--- config.mk ---
export PLATFORM = sky130hd
export DESIGN_NAME = m6502_irq_ctrl
export DESIGN_NICKNAME = d
export VERILOG_FILES = /design/src/rtl/m6502_irq_ctrl.sv
export SDC_FILE = /design/constraint.sdc
export NUM_CORES = 1
export LEC_CHECK = 0
export CAP_MARGIN = 0
export CELL_PAD_IN_SITES_DETAIL_PLACEMENT = 1
export CELL_PAD_IN_SITES_GLOBAL_PLACEMENT = 2
export CORE_ASPECT_RATIO = 2
export CORE_MARGIN = 2
export CORE_UTILIZATION = 30
export DETAILED_ROUTE_END_ITERATION = 10
export HOLD_SLACK_MARGIN = 0.02
export PLACE_DENSITY_LB_ADDON = 0.08
export SYNTH_ARGS = -nofsm -noshare
export SYNTH_HDL_FRONTEND = slang
export SYNTH_SLANG_ARGS = --single-unit
--- constraint.sdc ---
create_clock -name clk -period 2.37 [get_ports clk]
set_input_delay 0.3555 -clock clk [delete_from_list [all_inputs] [get_ports clk]]
set_output_delay 0.3555 -clock clk [all_outputs]
set_load 0.05 [all_outputs]
--- src/rtl/m6502_irq_ctrl.sv ---
// m6502_irq_ctrl: multi-source interrupt front end for the 6502 core.
// Synchronises N_SRC raw requests, latches edge events or follows levels per source, masks
// them, picks the lowest-index active source and drives the core's irq_n. During the core's
// vector pull (ack = vpa) it presents a per-source vector address VEC_BASE + 2*id.
//
// Ports:
//   clk        system clock, rising edge
//   res_n      asynchronous active-low reset
//   irq_src    raw asynchronous requests, active high
//   edge_mode  per source: 1 = rising-edge latched, 0 = level
//   mask_wr    load mask from mask_di this cycle
//   mask_di    new mask value (1 = enabled)
//   ack        core vector-pull strobe
//   irq_n      registered interrupt request to the core, active low
//   vec_valid  vec_addr / vec_id valid for the current vector pull
//   vec_addr   vector address of the acknowledged source
//   vec_id     index of the acknowledged source
//   pending    raw pending register, before the mask
//   mask       current enable mask
module m6502_irq_ctrl #(
  parameter int unsigned N_SRC       = 8,
  parameter int unsigned SYNC_STAGES = 2,
  parameter logic [15:0] VEC_BASE    = 16'hFFD0,
  parameter logic [N_SRC-1:0] MASK_RST = '1,
  localparam int unsigned ID_W       = $clog2(N_SRC)
) (
  input  logic             clk,
  input  logic             res_n,
  input  logic [N_SRC-1:0] irq_src,
  input  logic [N_SRC-1:0] edge_mode,
  input  logic             mask_wr,
  input  logic [N_SRC-1:0] mask_di,
  input  logic             ack,
  output logic             irq_n,
  output logic             vec_valid,
  output logic [15:0]      vec_addr,
  output logic [ID_W-1:0]  vec_id,
  output logic [N_SRC-1:0] pending,
  output logic [N_SRC-1:0] mask
);

  typedef enum logic [1:0] {StIdle, StReq, StVec, StGap} state_e;

  state_e state_q, state_d;

  logic [SYNC_STAGES-1:0][N_SRC-1:0] sync_q;
  logic [N_SRC-1:0] s_d_q;
  logic [N_SRC-1:0] pending_q, pending_d;
  logic [N_SRC-1:0] mask_q;
  logic             ack_q;
  logic             irq_n_q, irq_n_d;
  logic             vec_valid_q, vec_valid_d;
  logic [15:0]      vec_addr_q, vec_addr_d;
  logic [ID_W-1:0]  vec_id_q, vec_id_d;

  logic [N_SRC-1:0] s;
  logic [N_SRC-1:0] s_nxt;
  logic [N_SRC-1:0] rise;
  logic [N_SRC-1:0] act;
  logic             act_any;
  logic [ID_W-1:0]  winner;
  logic [N_SRC-1:0] clr;
  logic             ack_rise;

  // Input synchroniser plus one extra flop for rising-edge detection.
  always_ff @(posedge clk or negedge res_n) begin
    if (!res_n) begin
      sync_q <= '0;
      s_d_q  <= '0;
    end else begin
      sync_q <= {sync_q[SYNC_STAGES-2:0], irq_src};
      s_d_q  <= s;
    end
  end

  assign s     = sync_q[SYNC_STAGES-1];
  // Value s takes after this edge; loading it makes level pending bits identical to s.
  assign s_nxt = sync_q[SYNC_STAGES-2];
  assign rise  = s & ~s_d_q;

  assign act      = pending_q & mask_q;
  assign act_any  = |act;
  assign ack_rise = ack & ~ack_q;

  // Lowest set index wins; scan downwards so the last assignment is the lowest.
  always_comb begin
    winner = '0;
    for (int i = N_SRC - 1; i >= 0; i--) begin
      if (act[i]) begin
        winner = ID_W'(i);
      end
    end
  end

  // Edge bits: set wins over a same-cycle clear. Level bits just follow the synchronised pin.
  assign pending_d = (edge_mode & ((pending_q & ~clr) | rise)) | (~edge_mode & s_nxt);

  always_comb begin
    state_d     = state_q;
    irq_n_d     = 1'b1;
    vec_valid_d = vec_valid_q;
    vec_addr_d  = vec_addr_q;
    vec_id_d    = vec_id_q;
    clr         = '0;
    case (state_q)
      StIdle: begin
        // Acks here are NMI/reset pulls and are ignored.
        vec_valid_d = 1'b0;
        if (act_any) begin
          state_d = StReq;
        end
      end
      StReq: begin
        vec_valid_d = 1'b0;
        if (!act_any) begin
          state_d = StIdle;
        end else if (ack_rise) begin
          state_d     = StVec;
          vec_valid_d = 1'b1;
          vec_id_d    = winner;
          vec_addr_d  = VEC_BASE + (16'(winner) << 1);
          clr         = edge_mode & (N_SRC'(1) << winner);
        end else begin
          irq_n_d = 1'b0;
        end
      end
      StVec: begin
        // Hold the vector across both byte fetches.
        if (!ack) begin
          vec_valid_d = 1'b0;
          state_d     = StGap;
        end
      end
      StGap: begin
        vec_valid_d = 1'b0;
        state_d     = StIdle;
      end
      default: begin
        vec_valid_d = 1'b0;
        state_d     = StIdle;
      end
    endcase
  end

  always_ff @(posedge clk or negedge res_n) begin
    if (!res_n) begin
      state_q     <= StIdle;
      pending_q   <= '0;
      mask_q      <= MASK_RST;
      ack_q       <= 1'b0;
      irq_n_q     <= 1'b1;
      vec_valid_q <= 1'b0;
      vec_addr_q  <= VEC_BASE;
      vec_id_q    <= '0;
    end else begin
      state_q     <= state_d;
      pending_q   <= pending_d;
      ack_q       <= ack;
      irq_n_q     <= irq_n_d;
      vec_valid_q <= vec_valid_d;
      vec_addr_q  <= vec_addr_d;
      vec_id_q    <= vec_id_d;
      if (mask_wr) begin
        mask_q <= mask_di;
      end
    end
  end

  assign irq_n     = irq_n_q;
  assign vec_valid = vec_valid_q;
  assign vec_addr  = vec_addr_q;
  assign vec_id    = vec_id_q;
  assign pending   = pending_q;
  assign mask      = mask_q;

endmodule

# [After elaboration in Yosys (flattened, before gate mapping)]
# Index checks and enable logic that the tools add are counted.
# Widths: inputs -> output; s select.
[classes] addsub=1 n_eq_ne=6 shift=1 n_mux=22 n_bitwise=13 n_reduce_logical=5
[op_table] op="$and 8x8->8" n=6
[op_table] op="$mux 3" n=8
[op_table] op="$mux 8" n=3
[op_table] op="$not 8->8" n=3
[op_table] op="$or 8x8->8" n=2
[op_table] op="$add 7x5->8 const A" n=1
[op_table] op="$mux 2" n=4
[op_table] op="$pmux 2 s4" n=1
[op_table] op="$reduce_or 8->1" n=1
[op_table] op="$shl 1x3->8 const A" n=1
[op_table] op="$reduce_and 3->1" n=2
[op_table] op="$mux 1" n=5
[op_table] op="$eq 2x2->1 const B" n=2
[op_table] op="$ne 2x2->1 const B" n=2
[op_table] op="$ne 3x3->1 const B" n=1
[op_table] op="$pmux 1 s3" n=1
[op_table] op="$eq 2x1->1 const B" n=1
[op_table] op="$logic_not 2->1" n=1
[op_table] op="$reduce_or 2->1" n=1
[op_table] op="$and 1x1->1" n=1
[op_table] op="$not 1->1" n=1
[word_totals] ff_bits=64 in_bits=28 wordCells=59

# [Depth between registers and ports, before layout]
[logic_depth] ltp_word=19 ltp_mapped=6 ltp_nobuf=5

# [Worst setup path after synthesis]
# Ideal clock, no wire load.
[synth_timing] path_type="flip-flop to flip-flop" start="register mask_q[2], in the netlist mask[2]" end="register vec_id_q[0], in the netlist vec_id[0]" arrival_time_ns=1.593 t_required_ns=2.245 slack_ns=0.652 stages_incl_launch_ff=5 path_buffers=0 cell_sequence="dfstp_2 nand2_1 a32o_1 a32o_1 mux2_2"
[synth_between] elab_chain_cells=4
[synth_lines] element="start, declared" line="49" source="logic [N_SRC-1:0] mask_q;"
[synth_lines] element="start signal, assigned" line="164" source="mask_q <= mask_di;"
[synth_lines] element="$and 8x8->8 (*)" line="81" source="assign act = pending_q & mask_q;"
[synth_lines] element="$mux 3 (3 in series)" line="89" source="if (act[i]) begin"
[synth_lines] element="end signal, assigned" line="162" source="vec_id_q <= vec_id_d;"
[synth_lines] element="end, declared" line="54" source="logic [ID_W-1:0] vec_id_q, vec_id_d;"
# Mark *: on every way between the ends. The rest lies on a longest branch, timed or not.
# A chain may end at the register's enable or synchronous reset.

# [Final worst setup path]
[layout_timing] start="register mask_q[0], in the netlist mask[0]" end="output mask[0]"
[layout_rtl] element="end, declared" line="39" source="output logic [N_SRC-1:0] mask"
# No word-level cell between the ends.

==> impl_metrics.json <==
{
  "layout_common_cells": "clkdlybuf4s50_1 (50), dfrtp_1 (39), conb_1 (13)",
  "start_util_pct": 31.23,
  "io_buffers": 51,
  "tns_ns": 0,
  "cts_resized": 0,
  "fin_crit_sh_pct": 87.03,
  "combPwrFrac_pct": 28.1,
  "hold_depth": 0,
  "critPathLaunchType": "flip-flop",
  "reg2reg_to": "pending[7]",
  "yosysWarnings": 0,
  "cp.arrival_ns": 1.71,
  "drc_errors": 0,
  "path_delay_family": "buffers and inverters",
  "ys.flop_type": "dfrtp_1",
  "die_x_um": 59.91,
  "setup_viol": 0,
  "crit_path_end_kind": "output port",
  "routed_wl_mm": 4.461,
  "crit_end": "mask[0]",
  "synth_top_area_share_pct": 52.03,
  "hp-class": "reg2reg",
  "gp_congestion": 0.7692,
  "period_minus_slack_ns": 2.063,
  "cp.depth": 1,
  "path_cells": "clkdlybuf4s50_1",
  "fin_nets": 231,
  "hpwl_mm": 3.413,
  "grt_pass1_vias": 1391,
  "rsz0062_at_grt": "false",
  "cts_sinks": 48,
  "worst-path-buf-inv": 1,
  "core_area_um2": 6006,
  "cts_buffer_depth": 2,
  "fmaxAchievable_ghz": 0.4848,
  "post_cts_buffers": 0,
  "status": "completed",
  "power_per_cell_area_nw_per_um2": 1089,
  "p_leak_nw": 1.088,
  "required_ns": 2.01,
  "hold_viol": 0,
  "grt_max_degree": 19,
  "critPathMaxStageDelay_ns": 0.82,
  "worstSetupPathType": "reg2out",
  "relSlewSlack_pct": 65.91,
  "reg2reg_slack_ns": 0.65,
  "overflow": 0,
  "cts_root_buffer": "clkbuf_16",
  "cts_hold_buf": 1,
  "insertion_delay_ns": 0.29,
  "cp_slowest_cell": "clkdlybuf4s50_1",
  "grt_pass1_wl_mm": 7.086,
  "antenna_cells": 0,
  "synth_seq_area_share_pct": 64.64,
  "rows": 40,
  "path_max_fanout": 6,
  "synth_cell_type_count": 28,
  "antenna_left": 0,
  "p_sw_share_pct": 32.42,
  "cts_tree": "yes",
  "worst_pin_slew_ns": 0.5098,
  "vias": 1283,
  "netlist_area_um2": 1876,
  "die_h_um": 115.8,
  "async_reset_ff_share_pct": 100.0,
  "drive_above_1_share_pct": 16.18,
  "htreeDepth": 2,
  "io_pins": 65,
  "finClkSkew_ns": 0.004991,
  "path_clk_slew_ns": 0.06,
  "first_pass_iters": 2,
  "routedWlPerCell_um": 16.71,
  "crit_path_start": "mask[0]",
  "power_frac_seq_pct": 36.1,
  "syn2layout_area_growth_pct": 39.16,
  "p_int_w": 0.001920,
  "synth_cells": 149,
  "p_switching_w": 0.0009212,
  "maxCapViolCount": 0,
  "synth_area_leaders": "dfrtp_1 (52%), dfstp_2 (13%), buf_4 (6.8%)",
  "ir_drop_mv": 0.5626,
  "grt_usage_pct": 14.15,
  "numCtsBuffers": 5,
  "final_common_cell": "clkdlybuf4s50_1",
  "timing.rr.start": "mask[2]",
  "ys_ff_latch": 48,
  "antenna_found_initial": 0,
  "syn_avg_cell_area_um2": 12.59,
  "synth-edff-count": 0,
  "die-area_um2": 6939,
  "fin_total_pwr_w": 0.002842,
  "vias_per_cell": 4.805,
  "report.final.slew_viol_count": 0,
  "clockPowerShare_pct": 35.8,
  "drtIter0Drc": 25,
  "synth_top_area_cell": "dfrtp_1",
  "reg2regPathDepth": 5
}
## area by class of cell
class	count	area, um^2
Inverter	2	7.507
Sequential cell	48	1212
Fill cell	643	3396
Multi-Input combinational cell	92	565.5
Tap cell	63	78.83
Timing Repair Buffer	54	530.5
Clock buffer	5	125.1
Clock inverter	3	90.09
## cell usage after synthesis (2+ instances only)
| cell | number |
|---|---|
| nand2b_1 | 6 |
| a32o_1 | 3 |
| mux2_2 | 9 |
| a31oi_1 | 6 |
| nand2_1 | 9 |
| nor2b_1 | 2 |
| inv_1 | 2 |
| conb_1 | 2 |
| dfstp_2 | 9 |
| a21oi_1 | 8 |
| dfrtp_1 | 39 |
| a22oi_1 | 3 |
| nand3_1 | 4 |
| o21ai_0 | 9 |
| nor2_1 | 9 |
| buf_4 | 17 |
## how the worst min path moves through the flow
stage / startpoint / end / slack (ns)
2_1_floorplan: res_n / asynchronous set/reset pin / 0.06
3_3_place_gp: res_n / s_d_q[0] / 0.27
3_5_place_dp: res_n / s_nxt[0] / 0.28
4_1_cts: s[0] / s_d_q[0] / 0.38
5_1_grt: s[0] / s_d_q[0] / 0.38
6_report: s[0] / s_d_q[0] / 0.37
## cells by family after synthesis
family / count (synthesis) / synth area share, %
AND/OR/NAND/NOR: 36 / 10.21
buffers and inverters: 20 / 7.405
other: 2 / 0.4004
AO/OA/AOI/OAI: 34 / 11.94
multiplexers: 9 / 5.404
flip-flops: 48 / 64.64
## power groups by stage
| stage | Sequential [W] | Clock (W) | Combinational, W |
|---|---|---|---|
| CTS | 0.00103 | 0.00104 | 0.000805 |
| floorplan | 0.00125 | 0 | 0.000348 |
| finish | 0.00103 | 0.00102 | 0.000797 |
| detailed placement | 0.00104 | 0 | 0.000802 |
| global route | 0.00105 | 0.00107 | 0.000844 |
| global placement | 0.00104 | 0 | 0.000797 |
## registers in the layout, indices dropped and copies added (netlist names), named ones only
name	count
vec_valid	1
state_q	1
s_nxt	8
s_d_q	8
mask	8
ack_q	1
vec_id	3
irq_n	1
s	8
pending	8
## metal layers
layer,global-route usage (%),vias up,part of all wire [%]
met4,6.222,0,2.0
li1,-,596,-
met5,0,-,0
met1,14.39,648,37
met2,26.09,33,58
met3,3.348,6,3.2
## through the flow
step	utilization [%]	cell area (um^2)	hold slack [ns]	setup slack, ns	instances
global route	43.46	2610	0.3821	0.2637	267
CTS	43.46	2610	0.3754	0.2879	267
floorplan	-	1917	0.05991	0.6520	160
finish	43.46	2610	0.3717	0.3075	267
global placement	39.71	2385	0.2733	0.3094	258
detailed placement	39.71	2385	0.2829	0.2792	258
Note: power is estimated with default switching activity, not from simulation.
